`config.mk`:
```
export PLATFORM = sky130hd
export DESIGN_NAME = fix_field_stream
export DESIGN_NICKNAME = d
export VERILOG_FILES = /design/src/rtl/fix_field_stream.sv
export SDC_FILE = /design/constraint.sdc
export NUM_CORES = 2
export LEC_CHECK = 0
export CAP_MARGIN = 20
export CORE_MARGIN = 10
export CORE_UTILIZATION = 55
export DETAILED_ROUTE_END_ITERATION = 10
export PLACE_DENSITY = 0.72
export SYNTH_ARGS = -nofsm -noshare
export SYNTH_HDL_FRONTEND = slang
export SYNTH_SLANG_ARGS = --single-unit
```
`constraint.sdc`:
```
create_clock -name clk -period 5.76 [get_ports clk]
set_input_delay 1.728 -clock clk [delete_from_list [all_inputs] [get_ports clk]]
set_output_delay 1.728 -clock clk [all_outputs]
set_load 0.01 [all_outputs]
```
`src/rtl/fix_field_stream.sv`:
```
// -----------------------------------------------------------------------------
// fix_field_stream
//
// Streaming FIX field extractor. Consumes a byte stream with ready/valid
// backpressure, converts the ASCII tag of each "tag=value<SOH>" field to
// binary, packs the value bytes little-end-first into a wide word and pushes
// completed fields into a small output FIFO. The trailer checksum (tag 10)
// can be verified in-line.
//
// Optional feature macro: FIX_CHECKSUM_EN
//   defined   : running byte sum, field-boundary snapshot and tag-10 compare
//   undefined : checksum logic absent, checksum_valid_o/checksum_ok_o tied 0
//
// Parameters
//   VALUE_BYTES : maximum stored value length in bytes
//   TAG_WIDTH   : binary tag width (at most 9 decimal digits accepted)
//   FIFO_DEPTH  : output FIFO entries (power of two, >= 2)
//
// Ports
//   clk, rst          : clock (rising edge), asynchronous active-low reset
//   data_i            : input byte
//   data_valid_i      : input byte valid
//   data_ready_o      : input byte accepted when valid && ready (FIFO not full)
//   new_message_i     : accepted byte is the first byte of a message
//   field_valid_o     : FIFO head valid
//   field_ready_i     : pop FIFO head when valid && ready
//   tag_o             : head field binary tag
//   value_o           : head field value, first byte in [7:0], unused bytes 0
//   value_len_o       : stored value byte count
//   value_trunc_o     : value was longer than VALUE_BYTES
//   field_last_o      : head field is tag 10
//   checksum_valid_o  : one-cycle pulse, trailer checked
//   checksum_ok_o     : trailer checksum matched (qualified by valid)
//   error_o           : one-cycle code 0 none, 1 bad/empty tag,
//                       2 tag longer than 9 digits, 3 value truncated
//   dbg_state_o       : current parser state (0 TAG, 1 VALUE, 2 SKIP)
//
// Handshake: a transfer happens on a rising edge where valid and ready are
// both high; valid never depends on ready, and data is held while valid is
// high and ready is low.
// -----------------------------------------------------------------------------
module fix_field_stream #(
   parameter int VALUE_BYTES = 32,
   parameter int TAG_WIDTH   = 32,
   parameter int FIFO_DEPTH  = 4
) (
   input  logic                             clk,
   input  logic                             rst,
   input  logic [7:0]                       data_i,
   input  logic                             data_valid_i,
   output logic                             data_ready_o,
   input  logic                             new_message_i,
   output logic                             field_valid_o,
   input  logic                             field_ready_i,
   output logic [TAG_WIDTH-1:0]             tag_o,
   output logic [8*VALUE_BYTES-1:0]         value_o,
   output logic [$clog2(VALUE_BYTES+1)-1:0] value_len_o,
   output logic                             value_trunc_o,
   output logic                             field_last_o,
   output logic                             checksum_valid_o,
   output logic                             checksum_ok_o,
   output logic [1:0]                       error_o,
   output logic [1:0]                       dbg_state_o
);

   localparam int LEN_W = $clog2(VALUE_BYTES + 1);
   localparam int VAL_W = 8 * VALUE_BYTES;
   localparam int PTR_W = $clog2(FIFO_DEPTH);
   localparam int CNT_W = PTR_W + 1;

   typedef enum logic [1:0] {
      ST_TAG   = 2'd0,
      ST_VALUE = 2'd1,
      ST_SKIP  = 2'd2
   } state_t;

   // Parser registers
   state_t               r_state;
   logic [TAG_WIDTH-1:0] r_tag;
   logic [3:0]           r_cnt;
   logic [VAL_W-1:0]     r_val;
   logic [LEN_W-1:0]     r_len;
   logic                 r_trunc;
   logic [1:0]           r_err;

   // FIFO registers
   logic [TAG_WIDTH-1:0] r_mem_tag   [FIFO_DEPTH];
   logic [VAL_W-1:0]     r_mem_val   [FIFO_DEPTH];
   logic [LEN_W-1:0]     r_mem_len   [FIFO_DEPTH];
   logic                 r_mem_trunc [FIFO_DEPTH];
   logic                 r_mem_last  [FIFO_DEPTH];
   logic [PTR_W-1:0]     r_wr_ptr;
   logic [PTR_W-1:0]     r_rd_ptr;
   logic [CNT_W-1:0]     r_count;

   // Next-state / datapath wires
   state_t               w_state_nxt;
   state_t               w_cur_state;
   logic [TAG_WIDTH-1:0] w_cur_tag;
   logic [3:0]           w_cur_cnt;
   logic [TAG_WIDTH-1:0] w_tag_nxt;
   logic [3:0]           w_cnt_nxt;
   logic [VAL_W-1:0]     w_val_nxt;
   logic [LEN_W-1:0]     w_len_nxt;
   logic                 w_trunc_nxt;
   logic [1:0]           w_err_nxt;
   logic                 w_push;
   logic                 w_pop;
   logic                 w_accept;
   logic                 w_is_soh;
   logic                 w_is_eq;
   logic                 w_is_digit;
   logic [7:0]           w_digit;
   logic                 w_push_last;

   assign data_ready_o  = (r_count != CNT_W'(FIFO_DEPTH));
   assign w_accept      = data_valid_i && data_ready_o;
   assign w_pop         = (r_count != '0) && field_ready_i;
   assign w_is_soh      = (data_i == 8'h01);
   assign w_is_eq       = (data_i == 8'h3d);
   assign w_is_digit    = (data_i >= 8'h30) && (data_i <= 8'h39);
   assign w_digit       = data_i - 8'h30;
   assign w_push_last   = (r_tag == TAG_WIDTH'(10));

   assign field_valid_o = (r_count != '0);
   assign tag_o         = r_mem_tag[r_rd_ptr];
   assign value_o       = r_mem_val[r_rd_ptr];
   assign value_len_o   = r_mem_len[r_rd_ptr];
   assign value_trunc_o = r_mem_trunc[r_rd_ptr];
   assign field_last_o  = r_mem_last[r_rd_ptr];
   assign error_o       = r_err;
   assign dbg_state_o   = r_state;

   // FSM state register
   always_ff @(posedge clk or negedge rst) begin
      if (!rst) begin
         r_state <= ST_TAG;
      end else begin
         r_state <= w_state_nxt;
      end
   end

   // FSM next state and parser datapath
   always_comb begin
      w_cur_state = r_state;
      w_cur_tag   = r_tag;
      w_cur_cnt   = r_cnt;
      w_state_nxt = r_state;
      w_tag_nxt   = r_tag;
      w_cnt_nxt   = r_cnt;
      w_val_nxt   = r_val;
      w_len_nxt   = r_len;
      w_trunc_nxt = r_trunc;
      w_err_nxt   = 2'd0;
      w_push      = 1'b0;

      if (w_accept) begin
         // A message start overrides any partial field before the byte is parsed.
         if (new_message_i) begin
            w_cur_state = ST_TAG;
            w_cur_tag   = '0;
            w_cur_cnt   = '0;
         end
         w_state_nxt = w_cur_state;
         w_tag_nxt   = w_cur_tag;
         w_cnt_nxt   = w_cur_cnt;

         case (w_cur_state)
            ST_TAG: begin
               if (w_is_digit) begin
                  if (w_cur_cnt == 4'd9) begin
                     w_err_nxt   = 2'd2;
                     w_state_nxt = ST_SKIP;
                  end else begin
                     w_tag_nxt = w_cur_tag * TAG_WIDTH'(10) + TAG_WIDTH'(w_digit);
                     w_cnt_nxt = w_cur_cnt + 4'd1;
                  end
               end else if (w_is_eq && (w_cur_cnt != 4'd0)) begin
                  w_state_nxt = ST_VALUE;
                  w_val_nxt   = '0;
                  w_len_nxt   = '0;
                  w_trunc_nxt = 1'b0;
               end else if (w_is_soh) begin
                  // A lone SOH between fields is harmless; one after digits is not.
                  if (w_cur_cnt != 4'd0) begin
                     w_err_nxt = 2'd1;
                     w_tag_nxt = '0;
                     w_cnt_nxt = '0;
                  end
               end else begin
                  w_err_nxt   = 2'd1;
                  w_state_nxt = ST_SKIP;
               end
            end
            ST_VALUE: begin
               if (w_is_soh) begin
                  w_push      = 1'b1;
                  w_state_nxt = ST_TAG;
                  w_tag_nxt   = '0;
                  w_cnt_nxt   = '0;
                  if (r_trunc) w_err_nxt = 2'd3;
               end else if (r_len < LEN_W'(VALUE_BYTES)) begin
                  for (int i = 0; i < VALUE_BYTES; i++) begin
                     if (r_len == LEN_W'(i)) w_val_nxt[8*i +: 8] = data_i;
                  end
                  w_len_nxt = r_len + LEN_W'(1);
               end else begin
                  w_trunc_nxt = 1'b1;
               end
            end
            ST_SKIP: begin
               if (w_is_soh) begin
                  w_state_nxt = ST_TAG;
                  w_tag_nxt   = '0;
                  w_cnt_nxt   = '0;
               end
            end
            default: begin
               w_state_nxt = ST_TAG;
               w_tag_nxt   = '0;
               w_cnt_nxt   = '0;
            end
         endcase
      end
   end

   // Parser datapath registers
   always_ff @(posedge clk or negedge rst) begin
      if (!rst) begin
         r_tag   <= '0;
         r_cnt   <= '0;
         r_val   <= '0;
         r_len   <= '0;
         r_trunc <= 1'b0;
         r_err   <= 2'd0;
      end else begin
         r_tag   <= w_tag_nxt;
         r_cnt   <= w_cnt_nxt;
         r_val   <= w_val_nxt;
         r_len   <= w_len_nxt;
         r_trunc <= w_trunc_nxt;
         r_err   <= w_err_nxt;
      end
   end

   // Output FIFO. A push only happens while not full since input is stalled
   // when full, so simultaneous push/pop never overflows.
   always_ff @(posedge clk or negedge rst) begin
      if (!rst) begin
         for (int i = 0; i < FIFO_DEPTH; i++) begin
            r_mem_tag[i]   <= '0;
            r_mem_val[i]   <= '0;
            r_mem_len[i]   <= '0;
            r_mem_trunc[i] <= 1'b0;
            r_mem_last[i]  <= 1'b0;
         end
         r_wr_ptr <= '0;
         r_rd_ptr <= '0;
         r_count  <= '0;
      end else begin
         if (w_push) begin
            r_mem_tag[r_wr_ptr]   <= r_tag;
            r_mem_val[r_wr_ptr]   <= r_val;
            r_mem_len[r_wr_ptr]   <= r_len;
            r_mem_trunc[r_wr_ptr] <= r_trunc;
            r_mem_last[r_wr_ptr]  <= w_push_last;
            r_wr_ptr              <= r_wr_ptr + PTR_W'(1);
         end
         if (w_pop) begin
            r_rd_ptr <= r_rd_ptr + PTR_W'(1);
         end
         if (w_push && !w_pop) begin
            r_count <= r_count + CNT_W'(1);
         end else if (!w_push && w_pop) begin
            r_count <= r_count - CNT_W'(1);
         end
      end
   end

`ifdef FIX_CHECKSUM_EN
   logic [7:0] r_sum;
   logic [7:0] r_snap;
   logic       r_ck_valid;
   logic       r_ck_ok;
   logic [7:0] w_sum_add;
   logic [7:0] w_hund;
   logic [7:0] w_tens;
   logic [7:0] w_units;
   logic       w_ck_match;

   // Sum restarts with the message; the snapshot taken at each SOH is the sum
   // up to and including it, so at the tag-10 push it excludes the trailer.
   assign w_sum_add  = (new_message_i ? 8'd0 : r_sum) + data_i;
   assign w_hund     = 8'h30 + (r_snap / 8'd100);
   assign w_tens     = 8'h30 + ((r_snap / 8'd10) % 8'd10);
   assign w_units    = 8'h30 + (r_snap % 8'd10);
   assign w_ck_match = (r_len == LEN_W'(3)) && (r_val[7:0] == w_hund) &&
                       (r_val[15:8] == w_tens) && (r_val[23:16] == w_units);

   always_ff @(posedge clk or negedge rst) begin
      if (!rst) begin
         r_sum      <= 8'd0;
         r_snap     <= 8'd0;
         r_ck_valid <= 1'b0;
         r_ck_ok    <= 1'b0;
      end else begin
         r_ck_valid <= w_push && w_push_last;
         r_ck_ok    <= w_push && w_push_last && w_ck_match;
         if (w_accept) begin
            if (w_push && w_push_last) begin
               r_sum <= 8'd0;
            end else begin
               r_sum <= w_sum_add;
            end
            if (w_is_soh) begin
               r_snap <= w_sum_add;
            end
         end
      end
   end

   assign checksum_valid_o = r_ck_valid;
   assign checksum_ok_o    = r_ck_ok;
`else
   assign checksum_valid_o = 1'b0;
   assign checksum_ok_o    = 1'b0;
`endif

endmodule

```
* Word level (Yosys, flattened, before mapping)
Index checks and enable logic that the tools add are counted.
Widths: inputs -> output; s select.
** Cells by class
- Add/subtract/negate cells :: 8
- Multipliers :: 1
- Magnitude comparators :: 6
- Equal/unequal tests :: 75
- Muxes and demuxes :: 115
- Bitwise operators :: 2
- Reduce and logical (&&, ||, !) cells :: 50
** Operator list (count)
- $mux 256 :: 7
- $bwmux 1024 :: 1
- $bmux 256 s2 :: 1
- $demux 256 s2 :: 1
- $pmux 256 s2 :: 1
- $mux 32 :: 11
- $mux 8 :: 32
- $reduce_and 7->1 :: 32
- $bwmux 128 :: 1
- $eq 6x5->1 const B :: 16
- $ne 2x2->1 const B :: 37
- $bmux 32 s2 :: 1
- $demux 32 s2 :: 1
- $pmux 32 s2 :: 1
- $eq 6x4->1 const B :: 8
- $mux 6 :: 7
- $add 32x8->32 :: 1
- $eq 32x4->1 const B :: 1
- $mul 32x3->31 const B :: 1
- $mux 4 :: 8
- $mux 2 :: 14
- $bwmux 24 :: 1
- $eq 6x3->1 const B :: 4
- $mux 1 :: 13
- other kinds (39) :: 56
** Storage, ports and cells
- Bits in registers :: 1494
- Input port bits :: 13
- Output and inout bits :: 304
- Word-level logic and storage cells :: 318

* Logic depth before layout (Yosys ltp)
- Word-level depth :: 10
- Depth in mapped cells :: 19
- Gate-level depth less buffers :: 16

* Worst setup path after synthesis
Ideal clock, no wire load.
- Path type :: in2reg
- Start point :: input port new_message_i
- End point :: register r_tag[30]
- Setup time :: 0.121 ns
- Data arrival time :: 5.569 ns
- Data required time :: 5.639 ns
- Path slack :: 0.070 ns
- Stages :: 17
- Path buffers :: 4
- Path through :: buf_2 -> clkbuf_1 -> clkbuf_1 -> clkbuf_1 -> nor2b_1 -> ha_1 -> ha_1 -> nand2_2 -> o31a_2 -> and3_4 -> a31o_1 -> a2111oi_4 -> nand4_1 -> and4bb_2 -> nand4_2 -> xor2_1 -> a22o_1
** On the way
- Word-level cells in the longest chain between the ends :: 8
- Elaborated cells between the ends (all ways) :: 22
- Those cells by class :: 1 x add/sub; 1 x mul; 3 x eq/ne; 13 x mux; 4 x reduce/logical
** RTL lines
- start, declared :: line 52 : input logic new_message_i,
- branches (longest 7 deep; another with $mul 32x3->31)
- $pmux 32 s2 * :: line 168 : case (w_cur_state)
- end signal, assigned :: line 237 : r_tag <= w_tag_nxt;
- end, declared :: line 79 : logic [TAG_WIDTH-1:0] r_tag;
Every way passes the cells marked *. The select of a mux whose other input is x is not followed.
A chain may end at the register's enable or synchronous reset.

* Final worst setup path
- Start point :: register r_rd_ptr[0]
- End point :: output port value_o[94]
** On the way
- Word-level cells in the longest chain between the ends :: 4
** RTL lines
- start, declared :: line 93 : logic [PTR_W-1:0] r_rd_ptr;
- start signal, assigned :: line 270 : r_rd_ptr <= r_rd_ptr + PTR_W'(1);
- $not 2->3 (not written as such) :: line 127 : assign value_o = r_mem_val[r_rd_ptr];
- $bmux 256 s2 :: line 127
- $mux 256 (not written as such) (2 in a row) :: line 127
- end, declared :: line 56 : output logic [8*VALUE_BYTES-1:0] value_o,
Every way passes these cells. The select of a mux whose other input is x is not followed.

==> flow_metrics.env <==
export IMPL_status="complete, no violations"
export IMPL_die_h_um=367
export IMPL_period_needed_ps=5020
export IMPL_wl_per_cell_um=24.5
export IMPL_timing_max_cap_violations=0
export IMPL_dr_total_vias=39100
export IMPL_fillers=8726
export IMPL_start_util_pct=55.2
export IMPL_hold_start="r_mem_len[19]"
export IMPL_tritoncts="yes"
export IMPL_worst_slack_ps=740
export IMPL_clk_latency_ps=780
export IMPL_ir_worst_vdd_mv=0.339
export IMPL_grt_usage_pct=23.9
export IMPL_r2r_start="r_tag[3]"
export IMPL_rsz0062_at_grt="no"
export IMPL_core_area_um2=120000
export IMPL_clk_path_buf_depth=3
export IMPL_ctsHoldBuffers=0
export IMPL_crit_type="reg -> out"
export IMPL_synth_cell_types=86
export IMPL_min_to="r_mem_len[19]"
export IMPL_wl_um=161000
export IMPL_cts_root_buf="clkbuf_16"
export IMPL_drtAntennaViolNets=0
export IMPL_grt_pass1_vias=41500
export IMPL_cts_sinks=1494
export IMPL_io_pins=317
export IMPL_synth_seq_cells=1494
export IMPL_holdCritPathClass="reg -> reg"
export IMPL_cp_required_ps=4030
export IMPL_reg2reg_to="r_tag[28]"
export IMPL_cp_end_kind="primary output"
export IMPL_finalSetupTns_ps=0
export IMPL_fp_dieW_um=367
export IMPL_p_leak_uw=0.0370
export IMPL_finalSetupViolCount=0
export IMPL_drtPass1Iterations=5
export IMPL_tightest_slew_ps=1150
export IMPL_power_density_nw_per_um2=316
export IMPL_syn_inst=4567
export IMPL_grt_start_max_net_pins=150
export IMPL_rows=127
export IMPL_grt_remaining_overflow=0
export IMPL_fin_cells=6579
export IMPL_dp_hpwl_um=98900
export IMPL_hold_viol=0
export IMPL_ctsResizeCount=0
export IMPL_numCtsBuffers=159
export IMPL_die_area_um2=134000
export IMPL_synth_seq_area_share_pct=56.6
export IMPL_final_cell_mix="dfrtp_1, mux2_2, nand2_1"
export IMPL_critPathLaunch="r_rd_ptr[0]"
export IMPL_post_cts_setup_buffers=0
export IMPL_cts_max_level=4
export IMPL_final_max_slew_viol_count=0
export IMPL_fin_crit_sh_pct=87.2
export IMPL_final_common_cell="dfrtp_1"
export IMPL_rr_worst_depth=15
export IMPL_reg2reg_slack_ps=1570
export IMPL_nNetsFinal=4921
export IMPL_syn_avg_cell_area_um2=14.5
export IMPL_cp_max_fo=73
export IMPL_syn2layout_area_growth_pct=15.9
export IMPL_port_buffers=314
export IMPL_post_route_drc_count=0
export IMPL_path_clk_slew_ps=60
export IMPL_placedCellCount=6290
export IMPL_start_kind="register"
export IMPL_syn_area_um2=66100
export IMPL_drt_iter0_drc=2874
export IMPL_yosysWarnings=0
export IMPL_async_flop_share_pct=100
export IMPL_synthFlopType="dfrtp_1"
export IMPL_cp_data_arrival_time_ps=3290
export IMPL_place_congestion=0.876
export IMPL_viasPerCell=5.94
export IMPL_grt_pass1_wl_um=253000
export IMPL_drive_above_1_share_pct=38.5
export IMPL_holdPathStages=2
export IMPL_clock_skew_ps=26.5
export IMPL_slew_headroom_pct=23.7
export IMPL_max_freq_mhz=199
export IMPL_synth_edf_count=0
export IMPL_antenna_found_initial=7
export IMPL_dp_worst_setup_slack_ps=213
[cell type report]
class	instances	area, um2	share of cell area [%]
antenna	2	5.00	0.00653
clock buffer	218	4630	6.04
clock inverter	69	773	1.01
inverter	23	86.3	0.113
multi-input combinational	2755	27400	35.8
sequential	1494	37400	48.8
tap	1612	2020	2.63
timing repair buffer	406	4270	5.58
[flip-flops by register name, summed over array words and instances (netlist names), 3 cells and up]
signal	count
r_mem_len	24
r_mem_tag	128
r_mem_val	1024
r_len	6
r_count	3
r_mem_last	4
r_cnt	4
r_val	256
r_mem_trunc	4
r_tag	32
[worst max-delay path: stages, from the launching register on]
cell	delay [ps]
dfrtp_4	660
buf_12	550
mux4_2	670
clkdlybuf4s50_1	540
[worst max-delay path by stage]
| stage | to | depth (start not counted) |
|---|---|---|
| 2_1_floorplan | r_tag[30] | 17 |
| 3_3_place_gp | r_val[36] | 10 |
| 3_5_place_dp | r_tag[30] | 14 |
| 4_1_cts | value_o[94] | 3 |
| 5_1_grt | value_o[94] | 3 |
| 6_report | value_o[94] | 3 |
[layer usage]
layer	vias up	share of wire (%)	GRT usage (%)
met1	20900	43	31.7
met4	2	2.6	7.41
li1	17200	-	-
met2	800	49	40.0
met3	235	4.8	4.42
met5	-	0.0081	0
[per-stage QoR]
step | instance area, um2 | power (uW) | hold WS [ps] | utilization (%)
floorplan | 66100 | 12900 | 445 | -
global placement | 71200 | 14100 | 457 | 59.5
detailed placement | 71200 | 14100 | 470 | 59.5
CTS | 76600 | 24600 | 482 | 64.0
global route | 76600 | 25200 | 505 | 64.0
finish | 76600 | 24200 | 482 | 64.0
[power breakdown]
group          switching (uW)  total, uW  internal, uW  leakage [uW]
clock                    4250      10400          6180       0.00267
combinational            1850       3040          1190        0.0135
sequential                223      10800         10500        0.0209
[Yosys cell counts, drive strengths merged (5+ instances only)]
cell type,count,share of area (%)
mux4,296,10
nor3b,5,0.064
a31oi,7,0.066
a21o,14,0.16
inv,23,0.13
xor2,20,0.27
nand2b,16,0.15
nor2b,26,0.25
mux2,1209,21
o31ai,5,0.057
o211ai,8,0.091
clkbuf,169,0.98
xnor2,42,0.56
o21ai,321,2.4
a211oi,7,0.087
and2,21,0.20
a22o,6,0.080
nor4,9,0.085
nor2,64,0.36
and3,10,0.10
ha,67,1.3
nor3,16,0.12
a21oi,56,0.46
nand4,15,0.16
and3b,12,0.16
nand2,403,2.3
or2,6,0.057
o21a,5,0.057
buf,127,0.89
nand3,22,0.17
dfrtp,1494,57
or3,8,0.078
[cells by family after synthesis]
logic type	Yosys count	share of synthesized area, %
muxes	1506	30.7
DFF	1494	56.6
and+or+nand+nor	648	4.46
AOI/OAI and AO/OA	467	4.05
buffers and inverters	319	1.99
adders and majority gates	70	1.34
xor gates and xnor gates	62	0.822
other	1	0.00568
Note: power is estimated with default switching activity, not from simulation.
